<file path="config.mk">
export PLATFORM = sky130hd
export DESIGN_NAME = mcu_in_port
export DESIGN_NICKNAME = d
export VERILOG_FILES = /design/src/rtl/mcu_in_port.sv
export SDC_FILE = /design/constraint.sdc
export NUM_CORES = 1
export LEC_CHECK = 0
export CAP_MARGIN = 20
export CORE_MARGIN = 4
export CORE_UTILIZATION = 54
export DETAILED_ROUTE_END_ITERATION = 8
export DONT_BUFFER_PORTS = 1
export PLACE_DENSITY = 0.76
export SLEW_MARGIN = 20
export SYNTH_ARGS = -nofsm -noshare
export SYNTH_HDL_FRONTEND = slang
export SYNTH_SLANG_ARGS = --single-unit
</file>
<file path="constraint.sdc">
create_clock -name clk -period 1.35 [get_ports clk]
set_input_delay 0.2025 -clock clk [delete_from_list [all_inputs] [get_ports clk]]
set_output_delay 0.2025 -clock clk [all_outputs]
set_load 0.01 [all_outputs]
</file>
<file path="src/rtl/mcu_in_port.sv">
// rtl/mcu_in_port.sv - MCU input port: pin synchronizer, button debouncer, capture register and read port
module mcu_in_port #(
    parameter int unsigned DEBOUNCE_CYCLES = 4,
    parameter logic [7:0]  DATA_ADDR       = 8'hFF,
    parameter logic [7:0]  STATUS_ADDR     = 8'hFE
) (
    input  logic       clk,
    input  logic       reset,
    input  logic [8:0] fpga_in,
    input  logic [0:7] read_address,
    input  logic       read_enable,
    output logic [0:7] input_data_out,
    output logic       in_valid,
    output logic       overrun
);

    localparam logic [7:0] CNT_LAST = 8'(DEBOUNCE_CYCLES - 1);

    logic [8:0] sync1;
    logic [8:0] sync2;
    logic [7:0] data_s2;
    logic       strb_s2;

    logic       stable;
    logic [7:0] cnt;
    logic [7:0] hold;

    logic       accept;
    logic       rise;
    logic       data_rd;
    logic       stat_rd;

    assign data_s2 = sync2[7:0];
    assign strb_s2 = sync2[8];

    always_comb begin
        accept  = (strb_s2 != stable) && (cnt == CNT_LAST);
        rise    = accept && strb_s2;
        data_rd = read_enable && (read_address == DATA_ADDR);
        stat_rd = read_enable && (read_address == STATUS_ADDR);
    end

    always_ff @(posedge clk) begin
        if (!reset) begin
            sync1 <= 9'h000;
            sync2 <= 9'h000;
        end else begin
            sync1 <= fpga_in;
            sync2 <= sync1;
        end
    end

    // Any sample equal to the accepted level restarts the count, so a bounce never accumulates.
    always_ff @(posedge clk) begin
        if (!reset) begin
            stable <= 1'b0;
            cnt    <= 8'h00;
        end else if (strb_s2 == stable) begin
            cnt <= 8'h00;
        end else if (accept) begin
            stable <= strb_s2;
            cnt    <= 8'h00;
        end else begin
            cnt <= cnt + 8'd1;
        end
    end

    // A capture beats a same-edge data read: the old byte counts as consumed, so no overrun.
    always_ff @(posedge clk) begin
        if (!reset) begin
            hold     <= 8'h00;
            in_valid <= 1'b0;
            overrun  <= 1'b0;
        end else begin
            if (rise) begin
                hold     <= data_s2;
                in_valid <= 1'b1;
            end else if (data_rd) begin
                in_valid <= 1'b0;
            end

            if (rise && in_valid && !data_rd) begin
                overrun <= 1'b1;
            end else if (stat_rd) begin
                overrun <= 1'b0;
            end
        end
    end

    always_ff @(posedge clk) begin
        if (!reset) begin
            input_data_out <= 8'h00;
        end else if (read_address == DATA_ADDR) begin
            input_data_out <= hold;
        end else if (read_address == STATUS_ADDR) begin
            input_data_out <= {6'b000000, overrun, in_valid};
        end else begin
            input_data_out <= 8'h00;
        end
    end

endmodule
</file>
==> flow_summary.ini, run 1 <==
[placed_design]
dpl.hpwl_um = 1692
portBuffers = 0
dp.cells = 171
place.gp.congestion = 0.7822
pre_cts_slack_ns = -0.1159

[synth]
ys_types = 23
ys_ff_latch = 45
yosysMostFrequentCell = dfxtp_1
syn_inst = 138
synth_area_leaders = dfxtp_1 (59%), and2_1 (9.8%), mux2i_1 (6.6%), nor2b_1 (3.3%), nor2_1 (3.2%)
synth_top_area_frac = 0.5902
yosysSeqAreaShare = 0.5902
syn_area_mm2 = 0.001526
synth_edf_count = 0
synth_ff_type = dfxtp_1
synthArstFlopShare = 0
syn_avg_cell_area_um2 = 11.06
synth_common_cells = dfxtp_1 (45), and2_1 (24), nor2_1 (13)
ys_warn_count = 0
syn-num-nets = 159
synth_area_leader_cell = dfxtp_1

[timing]
min_period_ns = 1.453
final_max_slew_viol_count = 0
tightestPinTransition_ns = 0.7353
rsz0062_at_grt = yes
timing.final.crit_share = 1.076
hold_viol = 0
setup_tns_ns = -0.7760
max_slew_margin = 0.5098
setup_viol = 9
fin_worst_skew_ns = 0.004223
holdWs_ns = 0.01549
fin_ws_ns = -0.1027
fmax_mhz = 688.4

[global_routing]
use_met2 = 0.2689
track_usage = 0.1621
grt_pass1_wl_um = 4305
gr-max-usage-layer = met2
overflow = 0
first_global_vias = 966
grt_use_met3 = 0.07128
grt_max_degree = 30
antenna_found_initial = 0
grt_util_met1 = 0.1730

[critical_path]
endpoint_kind = register
crit_arrival_ns = 1.71
worstSetupPathType = register to register
crit_path_start_kind = register
path_max_fanout = 6
crit_required_ns = 1.60

[routing]
drt-wirelength-per-cell_um = 14.38
route.detailed.drc = 0
ant_nets = 0
vias = 983
wl_um = 2746
first_pass_iters = 4
drt_iter0_drc = 38
vias_per_cell = 5.147

[die]
core_mm2 = 0.002734
fp-row-count = 19
die_w_um = 61.17
start_util = 0.5584
dieArea_mm2 = 0.003741
pin_count = 30
die_y_um = 61.17

[clocking]
cts_tree = built
clkSinkCount = 45
h-tree-depth = 2
clk_pin_slew_ns = 0.12
root_buffer = clkbuf_4
clockBufferDepth = 2
cts_buffers = 5
clkLatencyLatePin_ns = 0.35

[final_layout]
n_antenna_cell = 0
drive_above_1_share = 0.1750
area_delta_synth_final_pct = 19.51
instances_no_fill = 191
nNetsFinal = 182

[power_and_ir_drop]
p_leak_nw = 0.7473
power_mw = 2.000
power_density_mw_per_mm2 = 1096
vdd_ir_drop_max_mv = 0.9257

[hold_path]
hp-class = input port to register

[status]
violations = negative setup slack
outcome = finished with violations

[run]
drv_cap = 0
per-layer routing:
metal  vias to the layer above  share of wire
met1                       457           0.40
li1                        496              -
met5                         -              0
met4                         0          0.023
met2                        23           0.52
met3                         7          0.055
report_power, final:
group          internal [mW]  switching [mW]
sequential              1.35         0.00855
clock                  0.181           0.387
combinational         0.0446          0.0250
cell usage in the layout (no fill, tap or decap):
cell            Yosys  routed
dfxtp_2             0       2
nand4b_4            0       1
nor2_2              0       3
nor4b_4             1       1
clkinv_2            0       1
clkbuf_4            0       5
nand4_1             1       1
buf_6               1       1
nand2_4             0       1
o41ai_1             1       1
o211a_1             1       1
xnor2_1             4       4
a21boi_0            2       2
nand3_4             0       1
dlygate4sd3_1       0      10
and3_1              2       2
nor2_1             13      10
inv_1               4       4
dlymetal6s4s_1      0       1
ha_4                0       1
buf_4               0       8
mux2i_2             0       1
nor3_1              1       1
o2111ai_2           1       1
dfxtp_1            45      43
nand2_1             5       4
xor2_1              3       3
nor2b_1             8       8
nor3_2              1       1
and2_1             24      24
mux2i_1            10       9
nand3_1             5       4
metrics by stage:
step / utilization / instance area, um2
global placement: 0.5863 / 1603
floorplan: - / 1541
detailed placement: 0.5863 / 1603
CTS: 0.6444 / 1762
global route: 0.6673 / 1824
finish: 0.6673 / 1824
critical path, stage by stage, from the launching register on:
cell	delay [ns]
dfxtp_2	0.37
ha_4	0.14
nor4b_4	0.29
nand4b_4	0.16
buf_6	0.17
mux2i_1	0.16
nor2b_1	0.07
state kept, by name, indices dropped and copies added (netlist names):
register,cells
sync1,9
overrun,1
cnt,8
hold,8
input_data_out,8
stable,1
sync2,9
in_valid,1
final cells by class:
type | count | area, um2
multi-input cells | 85 | 640.6
clock buffers | 5 | 37.54
repair buffers | 20 | 183.9
clock inverters | 1 | 5.005
fillers | 207 | 909.6
well taps | 31 | 38.79
flip-flops and latches | 45 | 903.4
inverters | 4 | 15.01
worst paths after layout:
check                            from                           end  slack (ns)  cells past startpoint
hold reg to reg   sync1[2]$_SDFF_PN0_           sync2[2]$_SDFF_PN0_        0.44                      1
setup reg to reg    cnt[0]$_SDFF_PP0_          hold[7]$_SDFFE_PN0P_       -0.10                      6
setup / recovery    cnt[0]$_SDFF_PP0_          hold[7]$_SDFFE_PN0P_       -0.10                      6
hold / removal        read_address[7]  input_data_out[6]$_SDFF_PN0_        0.02                      2
timing repair:
action / in CTS / in global routing
pin swaps: 1 / 5
resized for setup: 2 / 9
hold buffers: 10 / 1
endpoints found under the hold margin: 30 / 1
setup endpoints to repair: 9 / 20
setup buffers: 1 / 3
cell families after synthesis:
family,synth area share
and+or+nand+nor,0.2393
adders and majority gates,0.008195
xor gates and xnor gates,0.04016
DFF,0.5902
muxes,0.06558
AOI/OAI and AO/OA,0.03196
buffers and inverters,0.02459
No activity file was read; power rests on OpenSTA's default activity.
==> run 2: changes to the inputs <==
--- a/config.mk
+++ b/config.mk
@@ -11,6 +11,7 @@
 export DETAILED_ROUTE_END_ITERATION = 8
 export DONT_BUFFER_PORTS = 1
 export PLACE_DENSITY = 0.76
+export SKIP_LAST_GASP = 1
 export SLEW_MARGIN = 20
 export SYNTH_ARGS = -nofsm -noshare
 export SYNTH_HDL_FRONTEND = slang
==> run 2 against run 1 <==
Net effect: the flow still finishes with violations (negative setup slack); sequential cell count unchanged; clock skew down 0.0014 ns; critical path depth unchanged; largest power group unchanged.
==> flow_summary.ini, run 2 (synthesis results as in run 1) <==
[timing]
fin_ws_ns = -0.1064
setup_tns_ns = -1.093
setup_viol = 18
timing.final.crit_share = 1.079
rsz0062_at_grt = yes
fmax_mhz = 686.6
final_max_slew_viol_count = 0
fin_worst_skew_ns = 0.002790
max_slew_margin = 0.5166
hold_viol = 0
min_period_ns = 1.456
tightestPinTransition_ns = 0.7251

[status]
outcome = finished with violations
violations = negative setup slack

[die]
dieArea_mm2 = 0.003741
pin_count = 30
core_mm2 = 0.002734
die_w_um = 61.17
fp-row-count = 19
die_y_um = 61.17
start_util = 0.5584

[clocking]
clockBufferDepth = 2
clkSinkCount = 45
h-tree-depth = 2
clkLatencyLatePin_ns = 0.34
cts_tree = built
cts_buffers = 5
root_buffer = clkbuf_4
clk_pin_slew_ns = 0.11

[critical_path]
crit_required_ns = 1.59
crit_path_start_kind = register
crit_chain = ha_4 -> nor4b_4 -> nand4b_4 -> buf_6 -> mux2i_1 -> nor2b_1
cp_top_family = simple AND/OR/NAND/NOR gates
path_max_fanout = 6
slowest_stage = dfxtp_2
endpoint_kind = register
crit_arrival_ns = 1.70
cpPeakStageDelay_ns = 0.37
worstSetupPathType = register to register
cp_num_buf_inv = 1

[power_and_ir_drop]
p_leak_nw = 0.7620
power_density_mw_per_mm2 = 1071
vdd_ir_drop_max_mv = 0.9161

[final_layout]
final_common_cell = dfxtp_1
final_cell_mix = dfxtp_1 (43), and2_1 (24), dlygate4sd3_1 (10), buf_4 (10)
fin_util = 0.6796
multi_input_area_um2 = 648.1
area_delta_synth_final_pct = 21.72
nNetsFinal = 185
fillers = 203
seq_area_um2 = 903.4
n_antenna_cell = 0
drive_above_1_share = 0.2025
largest_registers = sync1: 9 flops, sync2: 9 flops

[global_routing]
overflow = 0
grt_pass1_wl_um = 4353
track_usage = 0.1634
grt_max_degree = 30
first_global_vias = 1000
antenna_found_initial = 0

[placed_design]
dpl.hpwl_um = 1692
portBuffers = 0
place.gp.congestion = 0.7822

[routing]
ant_nets = 0
wl_um = 2825
drt-wirelength-per-cell_um = 14.56
vias_per_cell = 5.232
drt_iter0_drc = 35
first_pass_iters = 4
route.detailed.drc = 0
vias = 1015

[hold_path]
hp-class = input port to register

[run]
drv_cap = 0
run 2: cell types whose count changed in the layout (fill, tap and decap cells not counted):
| cell | delta |
|---|---|
| buf_4 | +2 |
| and3_1 | -1 |
| and3_4 | +1 |
| nor2_1 | -1 |
| buf_6 | +1 |
| nor2_2 | +1 |
run 2: routing by layer:
layer	vias up	wire length, um	track usage	share of wire
met5	-	0	0	0
li1	503	-	-	-
met3	6	146	0.07128	0.052
met4	0	51	0.08669	0.018
met2	23	1576	0.2885	0.56
met1	483	1051	0.1599	0.37
run 2: layout make-up:
| cell class | count | area share |
|---|---|---|
| clock buffers | 5 | 0.02020 |
| clock inverters | 1 | 0.002694 |
| inverters | 4 | 0.008081 |
| multi-input cells | 85 | 0.3488 |
| flip-flops and latches | 45 | 0.4862 |
| well taps | 31 | 0.02088 |
| repair buffers | 23 | 0.1131 |
run 2: path summary, 6_finish.rpt:
kind,slack (ns),from,end,cells past startpoint
min,0.02,read_address[7],input_data_out[6]$_SDFF_PN0_,2
max,-0.11,cnt[0]$_SDFF_PP0_,hold[7]$_SDFFE_PN0P_,6
max reg2reg,-0.11,cnt[0]$_SDFF_PP0_,hold[7]$_SDFFE_PN0P_,6
min reg2reg,0.44,sync1[2]$_SDFF_PN0_,sync2[2]$_SDFF_PN0_,1
run 2: report_power, final:
part	internal (mW)	total [mW]	switching (mW)
Sequential	1.35	1.36	0.00865
Clock	0.181	0.558	0.377
Combinational	0.0447	0.0701	0.0255
Total	1.58	1.99	0.411
run 2: through the flow:
step                      total power, mW  setup slack [ns]  hold WS (ns)  std cells  instance area (um2)
after detailed placement            1.423           -0.1159        0.3300        171                 1603
after global placement              1.421          -0.04146        0.3273        171                 1603
after global routing                2.081           -0.1753       0.03818        194                 1858
final                               1.990           -0.1064       0.01708        194                 1858
after floorplan                     1.423          -0.03599        0.3298        138                 1541
after CTS                           2.003          -0.06361      0.001418        188                 1757
run 2: what timing repair did:
action / in CTS / in global routing
hold buffers: 10 / 1
pin swaps: 1 / 8
endpoints found under the setup margin: 9 / 20
buffers inserted: 1 / 5
hold endpoints to repair: 30 / 1
gates resized for setup: 1 / 13
run 2: worst reg2reg max path: cells and delay by family (launching register included):
family / cells / cell delay (ns)
simple gates: 3 / 0.52
flops: 1 / 0.37
buf+inv: 1 / 0.18
fa+ha+maj: 1 / 0.13
mux: 1 / 0.16
==> run 3: changes to the inputs <==
--- a/config.mk
+++ b/config.mk
@@ -5,6 +5,7 @@
 export SDC_FILE = /design/constraint.sdc
 export NUM_CORES = 1
 export LEC_CHECK = 0
+export ABC_AREA = 1
 export CAP_MARGIN = 20
 export CORE_MARGIN = 4
 export CORE_UTILIZATION = 54
==> run 3 against run 2 <==
Net effect: the run now ends clean; global-route usage is 2.3 points lower; sequential power hardly changed; routed wire length is 1.3% higher; area after synthesis is 8.4% higher; non-clock buffer count is 2 lower; clock skew is 0.0048 ns higher; die area is 7.3% higher; synthesized cell count is 57% higher; clock-buffer cell count is 1 higher; critical endpoint is now hold[4]$_SDFFE_PN0P_; final cell count is 40% higher; maximum frequency is 17% higher; register-to-register slack better by 0.21 ns.
==> flow_summary.ini, run 3 <==
[final_layout]
nNetsFinal = 260
stdcell_area_mm2 = 0.001993
largest_registers = sync1: 9 flops, sync2: 9 flops
drive_above_1_share = 0.08333
final_cell_mix = nand2_1 (51), inv_1 (49), dfxtp_1 (43)
final_common_cell = nand2_1
fillers = 216
instances_no_fill = 271
n_antenna_cell = 0
area_delta_synth_final_pct = 20.50

[synth]
syn_avg_cell_area_um2 = 7.658
synth_area_leaders = dfxtp_1 (54%), nand2_1 (12%), inv_1 (11%), nor2_1 (6.4%), nand4_1 (3.8%)
synth_edf_count = 0
yosysMostFrequentCell = nand2_1
yosysSeqAreaShare = 0.5446
ys_types = 22
synthArstFlopShare = 0
ys_ff_latch = 45
syn-num-nets = 237
synth_ff_type = dfxtp_1
syn_area_mm2 = 0.001654
synth_common_cells = nand2_1 (52), inv_1 (49), dfxtp_1 (45)
syn_inst = 216
synth_top_area_frac = 0.5446
ys_warn_count = 0
synth_area_leader_cell = dfxtp_1

[timing]
fin_ws_ns = 0.1050
final_max_slew_viol_count = 0
timing.final.crit_share = 0.9222
min_period_ns = 1.245
hold_viol = 0
max_slew_margin = 0.5234
setup_viol = 0
setup_tns_ns = 0
fin_worst_skew_ns = 0.007569
holdWs_ns = 0.02845
tightestPinTransition_ns = 0.7125
fmax_mhz = 803.2
rsz0062_at_grt = yes

[routing]
first_pass_iters = 4
vias = 1226
drt-wirelength-per-cell_um = 10.56
route.detailed.drc = 0
ant_nets = 0
wl_um = 2861
drt_iter0_drc = 35
vias_per_cell = 4.524

[critical_path]
crit_path_start_kind = register
crit_arrival_ns = 1.53
crit_required_ns = 1.64
crit_top_cell = nand2_1
crit_chain = ha_2 -> nand2_1 -> nor2_4 -> buf_12 -> nand3_2 -> nand2_1 -> inv_1 -> nor2_1
cpPeakStageDelay_ns = 0.36
regToRegSetupSlack_ns = 0.11
slowest_stage = dfxtp_2
worstSetupPathType = register to register
path_max_fanout = 11
cp_num_buf_inv = 2
endpoint_kind = register
cp_top_family = simple AND/OR/NAND/NOR gates

[placed_design]
place.gp.congestion = 0.8024
dpl-instance-area_mm2 = 0.001697
portBuffers = 0
dpl.hpwl_um = 1654
pre_cts_slack_ns = 0.05310
dp.cells = 244

[die]
die_w_um = 63.35
pin_count = 30
dieArea_mm2 = 0.004013
core_mm2 = 0.002853
die_y_um = 63.35
start_util = 0.5798
fp-row-count = 19

[clocking]
clkLatencyLatePin_ns = 0.34
cts_buffers = 5
cts_tree = built
clk_pin_slew_ns = 0.12
post_cts_buffers = 0
clkSinkCount = 45
root_buffer = clkbuf_4
h-tree-depth = 2
clockBufferDepth = 2

[power_and_ir_drop]
p_leak_nw = 0.9193
vdd_ir_drop_max_mv = 0.8669
power_density_mw_per_mm2 = 1154

[global_routing]
track_usage = 0.1400
first_global_vias = 1013
antenna_found_initial = 0
grt_max_degree = 21
grt_pass1_wl_um = 4491
overflow = 0

[status]
outcome = finished clean

[hold_path]
hp-class = input port to register

[run]
drv_cap = 0
## run 3: changes by cell type after synthesis, sizes merged, moves of 3 or more
cell / delta
nor2b: -8
nand2: +47
nor2: +16
inv: +45
and2: -23
nand3: +4
mux2i: -10
o21ai: +3
nand4: +9
xnor2: -3
## run 3: kinds of logic (layout without fill, tap and decap cells)
family,Yosys count,count (layout),share of synthesized area
fa+ha+maj,1,1,0.007563
xor+xnor,5,5,0.02647
compound gates,7,7,0.02345
simple gates,102,103,0.2655
flops,45,45,0.5446
buf+inv,56,79,0.1324
## run 3: worst min-delay path, stage by stage
cell	delay, ns
nand2_1	0.04
nand2_1	0.04
o21ai_0	0.06
## run 3: worst paths after layout
| path | from | endpoint | depth (start not counted) |
|---|---|---|---|
| max reg2reg | cnt[0]$_SDFF_PP0_ | hold[4]$_SDFFE_PN0P_ | 8 |
| max | cnt[0]$_SDFF_PP0_ | hold[4]$_SDFFE_PN0P_ | 8 |
| min reg2reg | sync1[8]$_SDFF_PN0_ | sync2[8]$_SDFF_PN0_ | 2 |
| min | read_enable | overrun$_SDFFE_PN0P_ | 3 |
## run 3: layout make-up
type	instances	area, um2	share of cell area
multi-input combinational	116	559.3	0.2806
clock buffer	6	51.30	0.02574
clock inverter	2	37.54	0.01883
sequential	45	903.4	0.4532
inverter	50	187.7	0.09416
tap	31	38.79	0.01946
timing repair buffer	21	215.2	0.1080
## run 3: routing by layer
| layer | global-route usage | up-vias | routed length, um |
|---|---|---|---|
| li1 | - | 680 | - |
| met1 | 0.1758 | 512 | 1345 |
| met2 | 0.2269 | 32 | 1340 |
| met3 | 0.04796 | 2 | 156 |
| met4 | 0.04043 | 0 | 18 |
| met5 | 0 | - | 0 |
## run 3: metrics by stage
stage | utilization | total power, mW
CTS | 0.6890 | 2.304
detailed placement | 0.5947 | 1.435
global placement | 0.5947 | 1.433
floorplan | - | 1.439
global route | 0.6987 | 2.379
finish | 0.6987 | 2.299
## run 3: report_power, final
part | internal [mW] | switching [mW] | leakage (nW)
sequential | 1.35 | 0.00665 | 0.367
clock | 0.440 | 0.399 | 0.0445
combinational | 0.0532 | 0.0464 | 0.507
total | 1.85 | 0.452 | 0.919
## run 3: timing repair
item,4_1_cts,5_1_grt
hold buffers,18,0
setup endpoints to repair,0,18
endpoints found under the hold margin,27,0
gates resized for setup,0,6
